$ cat src/rtl/load_store_ctrl.sv
// load_store_ctrl: multicycle load/store sequencer between the control unit and a single-port
// synchronous memory. One request at a time over a valid/ready handshake. Word, halfword and
// byte loads and stores are supported; sub-word stores use read-modify-write. Misaligned
// accesses and illegal opcodes complete with an error and never touch memory.
//
// Ports:
//   Clk, Reset           rising-edge clock, asynchronous active-high reset
//   req_valid/req_ready  request handshake (ready only while idle)
//   req_op               000 LW, 001 LH, 010 LB, 011 SW, 100 SH, 101 SB, 11x illegal
//   req_addr, req_wdata  byte address and store data (SH: [15:0], SB: [7:0])
//   resp_valid           one-cycle completion pulse
//   resp_err             error flag qualifying resp_valid
//   resp_rdata           load result, 0 for stores/errors, held until next completion
//   mem_addr, mem_wr     word address and write enable towards memory
//   mem_wdata, mem_rdata write data and read data (read data valid one cycle after address)
module load_store_ctrl #(
    parameter bit SIGN_EXT = 1'b0
) (
    input  logic        Clk,
    input  logic        Reset,
    input  logic        req_valid,
    output logic        req_ready,
    input  logic [2:0]  req_op,
    input  logic [31:0] req_addr,
    input  logic [31:0] req_wdata,
    output logic        resp_valid,
    output logic        resp_err,
    output logic [31:0] resp_rdata,
    output logic [31:0] mem_addr,
    output logic        mem_wr,
    output logic [31:0] mem_wdata,
    input  logic [31:0] mem_rdata
);

    localparam logic [2:0] OpLw = 3'b000;
    localparam logic [2:0] OpLh = 3'b001;
    localparam logic [2:0] OpLb = 3'b010;
    localparam logic [2:0] OpSw = 3'b011;
    localparam logic [2:0] OpSh = 3'b100;
    localparam logic [2:0] OpSb = 3'b101;

    typedef enum logic [2:0] {
        StIdle,
        StRead,
        StWait,
        StWrite,
        StResp
    } state_e;

    state_e      state_q, state_d;
    logic [2:0]  op_q, op_d;
    logic [31:0] addr_q, addr_d;
    // Holds the store data on acceptance; replaced by the merged word for sub-word stores.
    logic [31:0] data_q, data_d;
    logic [31:0] rdata_q, rdata_d;
    logic        err_q, err_d;

    logic        req_bad;
    logic        is_load;
    logic [31:0] rd_shift;
    logic [31:0] load_val;
    logic [3:0]  lane_en;
    logic [31:0] lane_data;
    logic [31:0] merged;

    // Illegal opcode or misaligned access for the requested size.
    always_comb begin
        req_bad = 1'b0;
        case (req_op)
            OpLw, OpSw: req_bad = (req_addr[1:0] != 2'b00);
            OpLh, OpSh: req_bad = req_addr[0];
            OpLb, OpSb: req_bad = 1'b0;
            default:    req_bad = 1'b1;
        endcase
    end

    assign is_load = (op_q == OpLw) || (op_q == OpLh) || (op_q == OpLb);

    // Little-endian: shifting right by 8*addr[1:0] puts the addressed lane at bit 0.
    assign rd_shift = mem_rdata >> {addr_q[1:0], 3'b000};

    always_comb begin
        load_val = mem_rdata;
        case (op_q)
            OpLh:    load_val = {{16{SIGN_EXT & rd_shift[15]}}, rd_shift[15:0]};
            OpLb:    load_val = {{24{SIGN_EXT & rd_shift[7]}}, rd_shift[7:0]};
            default: load_val = mem_rdata;
        endcase
    end

    // Replicate the store data across all lanes, then pick per byte with the lane enables.
    always_comb begin
        if (op_q == OpSh) begin
            lane_en   = 4'b0011 << addr_q[1:0];
            lane_data = {2{data_q[15:0]}};
        end else begin
            lane_en   = 4'b0001 << addr_q[1:0];
            lane_data = {4{data_q[7:0]}};
        end
        merged = mem_rdata;
        for (int i = 0; i < 4; i++) begin
            if (lane_en[i]) begin
                merged[8*i +: 8] = lane_data[8*i +: 8];
            end
        end
    end

    always_comb begin
        state_d = state_q;
        op_d    = op_q;
        addr_d  = addr_q;
        data_d  = data_q;
        rdata_d = rdata_q;
        err_d   = err_q;
        case (state_q)
            StIdle: begin
                if (req_valid) begin
                    op_d   = req_op;
                    addr_d = req_addr;
                    data_d = req_wdata;
                    err_d  = req_bad;
                    if (req_bad) begin
                        rdata_d = 32'h0;
                        state_d = StResp;
                    end else if (req_op == OpSw) begin
                        state_d = StWrite;
                    end else begin
                        state_d = StRead;
                    end
                end
            end
            StRead: begin
                state_d = StWait;
            end
            StWait: begin
                if (is_load) begin
                    rdata_d = load_val;
                    state_d = StResp;
                end else begin
                    data_d  = merged;
                    state_d = StWrite;
                end
            end
            StWrite: begin
                rdata_d = 32'h0;
                state_d = StResp;
            end
            StResp: begin
                state_d = StIdle;
            end
            default: begin
                state_d = StIdle;
            end
        endcase
    end

    always_ff @(posedge Clk or posedge Reset) begin
        if (Reset) begin
            state_q <= StIdle;
            op_q    <= 3'b000;
            addr_q  <= 32'h0;
            data_q  <= 32'h0;
            rdata_q <= 32'h0;
            err_q   <= 1'b0;
        end else begin
            state_q <= state_d;
            op_q    <= op_d;
            addr_q  <= addr_d;
            data_q  <= data_d;
            rdata_q <= rdata_d;
            err_q   <= err_d;
        end
    end

    // All outputs decode from registered state only.
    assign req_ready  = (state_q == StIdle);
    assign resp_valid = (state_q == StResp);
    assign resp_err   = (state_q == StResp) && err_q;
    assign resp_rdata = rdata_q;
    assign mem_addr   = (state_q == StIdle) ? 32'h0 : {addr_q[31:2], 2'b00};
    assign mem_wr     = (state_q == StWrite);
    assign mem_wdata  = (state_q == StWrite) ? data_q : 32'h0;

endmodule

$ cat config.mk
export PLATFORM = sky130hd
export DESIGN_NAME = load_store_ctrl
export DESIGN_NICKNAME = d
export VERILOG_FILES = /design/src/rtl/load_store_ctrl.sv
export SDC_FILE = /design/constraint.sdc
export NUM_CORES = 1
export LEC_CHECK = 0
export CAP_MARGIN = 20
export CORE_MARGIN = 2
export CORE_UTILIZATION = 42
export DETAILED_ROUTE_END_ITERATION = 12
export GPL_ROUTABILITY_DRIVEN = 1
export PLACE_DENSITY = 0.86
export RECOVER_POWER = 50
export SLEW_MARGIN = 5
export SYNTH_ARGS = -nofsm -noshare
export SYNTH_HDL_FRONTEND = slang
export SYNTH_SLANG_ARGS = --single-unit
$ cat constraint.sdc
create_clock -name Clk -period 4.5 [get_ports Clk]
set_clock_uncertainty 0.1 [all_clocks]
set_input_delay 1.35 -clock Clk [delete_from_list [all_inputs] [get_ports Clk]]
set_output_delay 1.35 -clock Clk [all_outputs]
set_load 0.1 [all_outputs]
==> results.md <==
- GRT Total Usage: 24.4%
- Fmax: 254 MHz
- Hold Startpoint: resp_rdata[8]$_DFFE_PP0P_
- Crit-path max cell delay: 1.21 ns
- Syn_area_per_cell: 9.91 µm²
- Reg2reg end: addr_q[31]$_DFFE_PP0P_
- GR Layer Usage met1: 29.4%
- Die X: 120 µm
- Final slew viol count: 93
- Area grow syn2layout: 38.5%
- Post-CTS setup buffer count: 0
- Nature of the critical path endpoint: flop
- Die Y: 120 µm
- Final instance area: 7860 µm²
- CP Cell Sequence: dlygate4sd3_1, or4b_1, clkbuf_1, mux2_2
- DRC: 0
- Post_cts resized: 0
- Slew of the pin with the lowest slew margin: 2.05 ns
- Tcrit/Tclk final: 87.5%
- CTS Buf Count: 9
- Share of layout cells above drive strength 1: 18.6%
- DR pass1 iterations: 5
- Post-synth EDFFs: 0
- Maxcap violations: 3
- CP Max Fanout: 30
- H-tree Lvls: 3
- Post-synth top area share: 45.4%
- Placed Area: 7610 µm²
- Slowest cell on the critical path: clkbuf_1
- Post-DRT Antenna Nets: 0
- Worst reg2reg setup slack: 1.61 ns
- Clock Latency Late Sink: 0.35 ns
- Clk buf depth: 2
- First-pass GRT wire length: 27500 µm
- Commonest cells in the netlist: dfrtp_1, mux2_2, nor2_1
- Critical Path AT: 4.07 ns
- Sequential-to-total area share from yosys stat: 45.4%
- Setup crit start kind: input port
- Hold Crit Class: flop to flop
- Root buffer cell: clkbuf_16
- Wire per inst: 18.9 µm
- Vias in the first global route: 5169
- Hold Path Depth: 1
- Required @ worst endpoint: 4.63 ns
- #FFs+latches synth: 103
- Port Buffers: 199
- R2R depth: 3
- # diodes: 0
- Synth top area cells: dfrtp_1, mux2_2, mux2i_1
- Die ar.: 14500 µm²
- Synth area leader: dfrtp_1
- Placer Congestion: 0.938
- Antenna violations before repair: 0
- Primary FF master, synth: dfrtp_1
- Outcome: finished with violations
- Post-Syn Area: 5680 µm²
- Setup TNS: 0 ns
- Syn. warnings: 0
- Via count: 5163
- CTS tree: yes
- Drt total wl: 17600 µm
- Post-CTS Hold Fix Bufs: 0
- Hpwl dp: 13400 µm
- Drt via density: 5.56
- Final setup viols: 0
- Min-Delay Endpoint: resp_rdata[8]$_DFFE_PP0P_
- Largest net degree at the start of global routing: 60
- Initial drt markers: 330
- Failing checks: capacitance limit, slew limit
- Overflow after GRT: 0
- Worst R2R Start: state_q[2]$_DFFE_PP0N_
- Most Crowded Layer GR: met2
- Core area: 13200 µm²
- GR Util met2: 40.8%
- Layout Nets: 851
- Hold Fails Final Rpt: 0
- Num Clock Sinks: 103
- Number of I/O pins: 202
- Final min period: 3.94 ns
- Synth cell types: 49
- Met3 GRT Util: 8.07%
- Row cnt: 42
- Mapped Cells: 573
- Most frequent cell after synthesis: dfrtp_1
- WS Path Type: input port to flop
- CTS clk-pin slew, worst paths: 0.06 ns
- Asr flop ratio synth: 100%
- Starting Density: 42.9%
- RSZ-0062 raised after global routing: false
- Max_slew headroom: -37.2%
-- sequential cells by signal, summed over array words and instances, names as in the netlist --
| register | flops |
|---|---|
| op_q | 3 |
| state_q | 3 |
| resp_rdata | 32 |
| addr_q | 32 |
| data_q | 32 |
| err_q | 1 |
-- layer usage --
metal  wire [µm]  part of all wire (%)
met3        1550                   8.8
met2        8580                    49
met1        6850                    39
met4         597                   3.4
met5           0                     0
-- kinds of logic after synthesis --
logic type	after synthesis	synth area share (%)
xor gates and xnor gates	1	0.154
AOI/OAI and AO/OA	122	15.4
and+or+nand+nor	184	16.5
DFF	103	45.4
muxes	91	17.2
buffers and inverters	71	5.31
other	1	0.0661
-- cell type report --
type | count | area, µm²
clock inverter | 1 | 5.00
sequential | 103 | 2580
clock buffer | 13 | 260
tap | 176 | 220
timing repair buffer | 209 | 1900
inverter | 26 | 98.8
multi-input combinational | 400 | 2800
fill | 1120 | 5380
-- critical path, delay by kind of cell --
kind | cells | cell delay (ns)
buf+inv | 2 | 1.77
simple gates | 1 | 0.50
mux | 1 | 0.44
-- layout by cell type, fill, tap and decap left out, types with 6 or more instances in the layout --
| master | synthesis | final |
|---|---|---|
| a211oi_1 | 8 | 8 |
| a21oi_1 | 18 | 18 |
| a221oi_1 | 9 | 9 |
| a22oi_1 | 8 | 8 |
| a2bb2oi_1 | 8 | 8 |
| a31oi_1 | 8 | 8 |
| and2_1 | 33 | 33 |
| buf_4 | 4 | 71 |
| clkbuf_1 | 26 | 6 |
| clkbuf_16 | 0 | 9 |
| clkdlybuf4s50_1 | 0 | 130 |
| dfrtp_1 | 103 | 103 |
| inv_1 | 26 | 25 |
| mux2_2 | 46 | 46 |
| mux2i_1 | 40 | 40 |
| nand2_1 | 44 | 44 |
| nand2b_1 | 6 | 6 |
| nand3_1 | 8 | 8 |
| nor2_1 | 45 | 45 |
| nor2b_1 | 34 | 34 |
| o211ai_1 | 8 | 8 |
| o21ai_0 | 19 | 19 |
| o221ai_1 | 8 | 8 |
| o2bb2ai_1 | 8 | 8 |
| o31ai_1 | 9 | 10 |
-- how the worst max path moves through the flow --
stage	startpoint	endpoint	slack [ns]	depth (start not counted)
3_5_place_dp	req_valid	resp_rdata[17]$_DFFE_PP0P_	0.45	5
5_1_grt	req_valid	addr_q[13]$_DFFE_PP0P_	0.40	4
2_1_floorplan	state_q[0]$_DFFE_PP0N_	mem_addr[23]	0.23	4
3_3_place_gp	req_valid	resp_rdata[17]$_DFFE_PP0P_	0.61	5
6_report	req_valid	addr_q[31]$_DFFE_PP0P_	0.56	4
4_1_cts	req_valid	resp_rdata[17]$_DFFE_PP0P_	0.82	5
-- per-stage QoR --
| stage | utilization [%] | hold WS, ns | instances | setup WS, ns |
|---|---|---|---|---|
| after CTS | 59.5 | 0.393 | 927 | 0.818 |
| final | 59.4 | 0.392 | 928 | 0.563 |
| after detailed placement | 57.5 | 0.378 | 913 | 0.454 |
| after global routing | 59.4 | 0.413 | 928 | 0.399 |
| after floorplan | - | 0.341 | 574 | 0.225 |
| after global placement | 57.5 | 0.362 | 913 | 0.614 |
Power is left out: the tool's default activity adds up to more than one toggle a clock period on the data nets, which glitch-free logic cannot reach.
